File: config.mk
export PLATFORM = sky130hd
export DESIGN_NAME = tile_ram_arbiter
export DESIGN_NICKNAME = d
export VERILOG_FILES = /design/src/rtl/tile_ram_arbiter_pkg.sv /design/src/rtl/tile_rr_arbiter.sv /design/src/rtl/tile_ram_arbiter.sv
export SDC_FILE = /design/constraint.sdc
export NUM_CORES = 1
export LEC_CHECK = 0
export ABC_AREA = 0
export CAP_MARGIN = 20
export CORE_AREA = 2 2 47 49
export CTS_BUF_LIST = sky130_fd_sc_hd__clkbuf_4 sky130_fd_sc_hd__clkbuf_8
export DETAILED_ROUTE_END_ITERATION = 16
export DIE_AREA = 0 0 49 51
export PLACE_DENSITY = 0.8
export REMOVE_ABC_BUFFERS = 1
export SYNTH_ARGS = -nofsm -noshare
export SYNTH_HDL_FRONTEND = slang
export SYNTH_SLANG_ARGS = --single-unit
File: constraint.sdc
create_clock -name clk -period 2.65 [get_ports clk]
set_input_delay 0.3975 -clock clk [delete_from_list [all_inputs] [get_ports clk]]
set_output_delay 0.3975 -clock clk [all_outputs]
set_load 0.05 [all_outputs]
File: src/rtl/tile_ram_arbiter_pkg.sv
// Shared definitions for the tile RAM arbiter: default widths, tile word
// bit-fields and the fill FSM state encoding.
package tile_ram_arbiter_pkg;

    localparam int ADDR_W_DEF = 4;
    localparam int DATA_W_DEF = 8;
    localparam int NUM_TILES  = 16;
    localparam int SEED_W     = 4;

    localparam int PAIR_MSB   = 7;
    localparam int PAIR_LSB   = 2;
    localparam int FLIP_BIT   = 1;
    localparam int CURSOR_BIT = 0;

    typedef enum logic {
        ST_IDLE = 1'b0,
        ST_FILL = 1'b1
    } state_t;

endpackage

File: src/rtl/tile_rr_arbiter.sv
// Two-way round-robin arbiter between the game and display requesters;
// the requester not granted last wins a tie, game first after reset.
module tile_rr_arbiter (
    input  logic clk,
    input  logic resetn,
    input  logic en,
    input  logic req_g,
    input  logic req_d,
    output logic gnt_g,
    output logic gnt_d
);

    logic prio_d;

    always_comb begin
        gnt_g = 1'b0;
        gnt_d = 1'b0;
        if (en) begin
            if (req_g && (!req_d || !prio_d)) begin
                gnt_g = 1'b1;
            end else if (req_d) begin
                gnt_d = 1'b1;
            end
        end
    end

    always_ff @(posedge clk) begin
        if (!resetn) begin
            prio_d <= 1'b0;
        end else if (gnt_g) begin
            prio_d <= 1'b1;
        end else if (gnt_d) begin
            prio_d <= 1'b0;
        end
    end

endmodule

File: src/rtl/tile_ram_arbiter.sv
// Owns the single tile RAM port: board fill sequencer plus game/display
// arbitration. Define TILE_ARB_SHUFFLE_EN to let the seed port shuffle the fill.
module tile_ram_arbiter
    import tile_ram_arbiter_pkg::*;
#(
    parameter int ADDR_W = ADDR_W_DEF,
    parameter int DATA_W = DATA_W_DEF
) (
    input  logic              clk,
    input  logic              resetn,
    input  logic              start_init,
    input  logic [3:0]        seed,
    output logic              busy,
    output logic              init_done,
    input  logic              req_g,
    input  logic              we_g,
    input  logic [ADDR_W-1:0] addr_g,
    input  logic [DATA_W-1:0] wdata_g,
    output logic              gnt_g,
    output logic              rvalid_g,
    input  logic              req_d,
    input  logic [ADDR_W-1:0] addr_d,
    output logic              gnt_d,
    output logic              rvalid_d,
    output logic [DATA_W-1:0] rdata,
    output logic [ADDR_W-1:0] ram_addr,
    output logic              ram_we,
    output logic [DATA_W-1:0] ram_wdata,
    input  logic [DATA_W-1:0] ram_rdata
);

    state_t              state_q, state_d;
    logic [ADDR_W-1:0]   cnt_q;
    logic [SEED_W-1:0]   seed_q;
    logic [SEED_W-1:0]   seed_next;
    logic                init_done_q;
    logic                rd_g_q, rd_d_q;
    logic                fill_last;
    logic                arb_en;
    logic [ADDR_W-1:0]   mix;
    logic [DATA_W-1:0]   fill_word;

`ifdef TILE_ARB_SHUFFLE_EN
    assign seed_next = seed;
`else
    logic unused_seed;
    assign unused_seed = ^seed;
    assign seed_next   = '0;
`endif

    assign fill_last = (state_q == ST_FILL) && (cnt_q == ADDR_W'(NUM_TILES - 1));
    // The init_done cycle is kept free of grants so requests held over the
    // fill are served from the following cycle.
    assign arb_en    = (state_q == ST_IDLE) && !init_done_q;

    tile_rr_arbiter u_arb (
        .clk    (clk),
        .resetn (resetn),
        .en     (arb_en),
        .req_g  (req_g),
        .req_d  (req_d),
        .gnt_g  (gnt_g),
        .gnt_d  (gnt_d)
    );

    always_comb begin
        state_d = state_q;
        case (state_q)
            ST_IDLE: if (start_init) state_d = ST_FILL;
            ST_FILL: if (fill_last)  state_d = ST_IDLE;
            default: state_d = ST_IDLE;
        endcase
    end

    always_ff @(posedge clk) begin
        if (!resetn) begin
            state_q <= ST_IDLE;
        end else begin
            state_q <= state_d;
        end
    end

    always_comb begin
        mix       = cnt_q ^ ADDR_W'(seed_q);
        fill_word = '0;
        fill_word[PAIR_MSB:PAIR_LSB] = (PAIR_MSB - PAIR_LSB + 1)'(mix >> 1);
        fill_word[FLIP_BIT]          = 1'b0;
        fill_word[CURSOR_BIT]        = (cnt_q == '0);
    end

    always_comb begin
        ram_addr  = '0;
        ram_we    = 1'b0;
        ram_wdata = '0;
        if (state_q == ST_FILL) begin
            ram_addr  = cnt_q;
            ram_we    = 1'b1;
            ram_wdata = fill_word;
        end else if (gnt_g) begin
            ram_addr  = addr_g;
            ram_we    = we_g;
            ram_wdata = wdata_g;
        end else if (gnt_d) begin
            ram_addr  = addr_d;
        end
    end

    always_ff @(posedge clk) begin
        if (!resetn) begin
            cnt_q       <= '0;
            seed_q      <= '0;
            init_done_q <= 1'b0;
            rd_g_q      <= 1'b0;
            rd_d_q      <= 1'b0;
        end else begin
            init_done_q <= fill_last;
            rd_g_q      <= gnt_g && !we_g;
            rd_d_q      <= gnt_d;
            if ((state_q == ST_IDLE) && start_init) begin
                cnt_q  <= '0;
                seed_q <= seed_next;
            end else if (state_q == ST_FILL) begin
                cnt_q  <= cnt_q + 1'b1;
            end
        end
    end

    assign busy      = (state_q == ST_FILL);
    assign init_done = init_done_q;
    assign rvalid_g  = rd_g_q;
    assign rvalid_d  = rd_d_q;
    assign rdata     = (rd_g_q || rd_d_q) ? ram_rdata : '0;

endmodule

# Word level (Yosys, flattened, before mapping)
# Cells that the tools add are included.
[word_totals]
ff_bits = 9
romBits = 0
memories = 0
input_bits = 34
latchBits = 0
elab_cells = 42
out_inout_bits = 27
ramBits = 0
[classes]
bitwise = 2
n_eq_ne = 1
muxes = 18
mul = 0
shifts = 0
div_mod_pow = 0
add_sub_neg = 1
reduce_logical = 14
n_lt_le_gt_ge = 0
[ops]
columns = ["op", "n"]
rows = [
  ["8-bit two-way mux", 3],
  ["4-bit two-way mux", 3],
  ["1-bit two-way mux", 11],
  ["1-bit logical AND", 5],
  ["4-bit by 1-bit adder with 4-bit output (second input constant)", 1],
  ["4-bit equality test (second input constant)", 1],
  ["1-bit zero test", 4],
  ["4-bit zero test", 1],
  ["1-bit logical OR", 2],
  ["1-bit inverter", 2],
  ["1-bit case mux with 2 select lines", 1],
  ["2-bit nonzero test", 1],
  ["2-bit OR reduction", 1],
]

# Depth between registers and ports, before layout
[logic_depth]
depth_word = 8
mapped_depth = 5
ltp_nobuf = 4

# By module
# A second synthesis with hierarchy kept.
[hier_totals]
cells_unflattened = 84
area_unflattened_um2 = 648.1
[by_module_without_submodules]
columns = ["mod", "area_each_um2", "cells_per_inst", "seq_area_each_um2", "n_inst"]
rows = [
  ["tile_ram_arbiter", 589.3, 75, 160.2, 1],
  ["tile_rr_arbiter", 58.8, 9, 20.0, 1],
]

# Worst setup path before layout
# No wires, ideal clock.
[synth_path]
path_kind = "register -> output"
start = "register state_q, in the netlist busy"
end = "output port ram_addr[0]"
required_ps = 2253
path_buffers = 0
arrival_ps = 1861
slack_ps = 392
path_stages_with_launch = 4
path_cell_list = "dfxtp_1 -> or3b_1 -> nor2_4 -> a221o_1"
[synth_between]
elab_chain_len = 6
word_cells_on_any_way = 7
classes_between = "5 x mux; 1 x bitwise; 1 x reduce/logical"
[synth_lines]
columns = ["element", "line_no", "text"]
rows = [
  ["from (decl)", "tile_ram_arbiter.sv:32", "state_t state_q, state_d;"],
  ["from (signal assigned)", "tile_ram_arbiter.sv:79", "state_q <= state_d;"],
  ["1-bit inverter", "tile_ram_arbiter.sv:54", "assign arb_en = (state_q == ST_IDLE) && !init_done_q;"],
  ["1-bit logical AND", "tile_ram_arbiter.sv:54", ""],
  ["1-bit two-way mux", "tile_rr_arbiter.sv:18", "if (en) begin"],
  ["named net gnt_d", "tile_ram_arbiter.sv:23", "output logic gnt_d,"],
  ["4-bit two-way mux", "tile_ram_arbiter.sv:103", "end else if (gnt_d) begin"],
  ["4-bit two-way mux", "tile_ram_arbiter.sv:99", "end else if (gnt_g) begin"],
  ["4-bit two-way mux", "tile_ram_arbiter.sv:95", "if (state_q == ST_FILL) begin"],
  ["to (decl)", "tile_ram_arbiter.sv:26", "output logic [ADDR_W-1:0] ram_addr,"],
]
# The timed path passes the listed nets, and every way through them passes these cells.

# Worst setup path in the final report
[layout_path]
start = "input port req_d"
end = "output port ram_addr[1]"
[layout_between]
elab_chain_len = 8
word_cells_on_any_way = 11
classes_between = "8 x mux; 3 x reduce/logical"
[layout_lines]
columns = ["element", "line_no", "text"]
rows = [
  ["from (decl)", "tile_ram_arbiter.sv:21", "input logic req_d,"],
  ["1-bit zero test", "tile_rr_arbiter.sv:19", "if (req_g && (!req_d || !prio_d)) begin"],
  ["1-bit logical OR", "tile_rr_arbiter.sv:19", ""],
  ["1-bit logical AND", "tile_rr_arbiter.sv:19", ""],
  ["1-bit two-way mux", "tile_rr_arbiter.sv:19", ""],
  ["1-bit two-way mux", "tile_rr_arbiter.sv:18", ""],
  ["4-bit two-way mux", "tile_ram_arbiter.sv:103", ""],
  ["4-bit two-way mux *", "tile_ram_arbiter.sv:99", ""],
  ["4-bit two-way mux *", "tile_ram_arbiter.sv:95", ""],
]
# Every way passes the cells marked *; elsewhere a longest branch is shown, timed or not.

==> out/qor.csv <==
metric,value,unit
ctsResizeCount,0,
drt-wirelength-per-cell,13.12,µm
tightest_slew,0.5247,ns
rsz0062_at_grt,false,
slew_violations,0,
ant_nets,0,
worstPathRequired,2.25,ns
p_leak,0.5248,nW
vias,751,
hold_path.class,flip-flop to flip-flop,
drive_above_1_share,16.41,%
status,finished clean,
post-route-drc-count,0,
cpPeakStageDelay,0.48,ns
criticalPathCategory,input port to output port,
htreeDepth,1,
grt_pass1_wl,3.256,mm
synth_area,611.8,µm²
dp.cells,152,
place_congestion,0.7482,
setup-violations-final,0,
dp_hpwl,1.697,mm
r2r-start,busy,
start_util,29.65,%
critPathCaptureType,output port,
critPathMaxFanout,6,
cp.depth,5,
cts_buffer_depth,2,
fin_cells,156,
grt_max_degree,19,
placed_area,1212,µm²
cts_num_sinks,9,
track_usage,16.77,%
wirelength,2.046,mm
powerDensity,409.6,nW/µm²
reg2reg_slack,1.29,ns
worstPathArrival,1.87,ns
power.total,508.9,µW
cts-root-buf,clkbuf_4,
cts_made_buffers,3,
ys_seq_area_share,29.45,%
viasPerCell,4.814,
antenna_cells,0,
place_worst_setup_slack,0.3876,ns
syn_area_per_cell,8.617,µm²
whs_path_depth,2,
crit_slowest_cell,clkdlybuf4s50_1,
insertion_delay,0.26,ns
finClkSkew,0.01071,ns
cts.clk_slew.worst_paths,0.06,ns
final_common_cell,clkdlybuf4s50_1,
crit_path_start,req_d,
rows,17,
path_buf_inv,2,
synth_top_area_cell,dfxtp_1,
cp_top_family,buffers and inverters,
fin_crit_sh,85.64,%
first_pass_iters,2,
port-buffer-count,56,
synth.area.top_cells,"dfxtp_1 (29%), nor2b_1 (13%), and2_1 (9.2%), a221o_1 (6.5%), a21o_1 (6.1%)",
die_area,2499,µm²
crit_chain,clkdlybuf4s50_1 -> or3b_1 -> nor2_4 -> a221o_1 -> buf_12,
crit_end,ram_addr[1],
antenna_found_initial,0,
ys_warn_count,0,
post-cts-setup-buffer-count,0,
layout_min_cycle_time,2.269,ns
grt_pass1_vias,706,
design.core.area,2063,µm²
hold_viol,0,
nets,165,
cts-hold-fix-buffers,0,
drt_iter0_drc,9,
overflow,0,
die_w,49,µm
synth_seq_cells,9,
reg2reg_to,rvalid_d,
io_pins,61,
fmax,440.6,MHz
mostFrequentLayoutCells,"clkdlybuf4s50_1 (41), nor2b_1 (13), buf_4 (10), and2_1 (9), dfxtp_1 (9)",
tritoncts,built,
setup_slack,0.3806,ns
crit_path_start_kind,input port,
area_growth,103.1,%
final_cell_area,1242,µm²
drv_cap,0,
peakVddDrop,0.2936,mV
synth_cell_types,25,
rr_worst_depth,3,
die_y,51,µm
tns,0,ns
slew_headroom,64.91,%
netlist.area_leader.share,29.45,%
netlist_instances,71,
## how the worst min path moves through the flow
stage / slack (ns) / to / startpoint
6_report: 0.55 / u_arb.prio_d / u_arb.prio_d
5_1_grt: 0.58 / busy / cnt_q[2]
3_5_place_dp: 0.54 / u_arb.prio_d / u_arb.prio_d
2_1_floorplan: 0.50 / busy / cnt_q[2]
4_1_cts: 0.55 / busy / cnt_q[2]
3_3_place_gp: 0.52 / busy / cnt_q[2]
## cell usage after synthesis
library cell,count
and3b_1,1
nor3b_1,4
ha_1,2
dfxtp_1,9
o21ai_0,2
inv_1,2
nor2b_1,13
a21o_1,5
nand2_1,1
and3_4,1
and4_1,1
or3b_1,1
nor2_4,1
nor2_1,2
a22oi_1,1
and2_1,9
nor4bb_1,1
a21oi_1,4
buf_2,1
clkbuf_1,1
a221o_1,4
buf_6,1
nand3_1,1
a31oi_1,2
xor2_1,1
## power breakdown
part	switching, mW	internal, mW
registers	0.00773	0.140
logic	0.133	0.112
clock network	0.0479	0.0681
## logic make-up after synthesis
| family | count (synthesis) | synth area share [%] |
|---|---|---|
| buffers and inverters | 5 | 4.498 |
| XOR/XNOR | 1 | 1.432 |
| flip-flops | 9 | 29.45 |
| adder cells (fa/ha/maj) | 2 | 4.089 |
| AND/OR/NAND/NOR | 36 | 39.67 |
| AO/OA/AOI/OAI | 18 | 20.86 |
## state kept, by name, indices dropped and copies added, names as in the netlist
| register | flops |
|---|---|
| u_arb.prio_d | 1 |
| init_done | 1 |
| busy | 1 |
| rvalid_d | 1 |
| cnt_q | 4 |
| rvalid_g | 1 |
## per-stage QoR
step | hold slack [ns] | util [%]
5_1_grt | 0.5795 | 60.22
3_5_place_dp | 0.5389 | 58.76
4_1_cts | 0.5519 | 60.22
2_1_floorplan | 0.4974 | -
6_report | 0.5511 | 60.22
3_3_place_gp | 0.5239 | 58.76
## worst reg2reg max path, delay by kind of cell, from the launching register on
kind             cells  cell delay, ns
AND/OR/NAND/NOR      3            0.86
flip-flops           1            0.46
## area by class of cell
cell class / instances / area (µm²)
Clock buffer: 4 / 30.03
Multi-Input combinational cell: 57 / 404.1
Tap cell: 28 / 35.03
Inverter: 2 / 7.507
Timing Repair Buffer: 56 / 585.6
Sequential cell: 9 / 180.2
Fill cell: 176 / 820.8
## metal layers
metal	track usage, %	part of all wire [%]	up-vias
met1	19.82	41	347
met3	5.263	9.3	2
met4	2.857	0.54	0
met5	0	0	-
li1	-	-	365
met2	30.14	49	37
(Power assumes the default switching activity.)
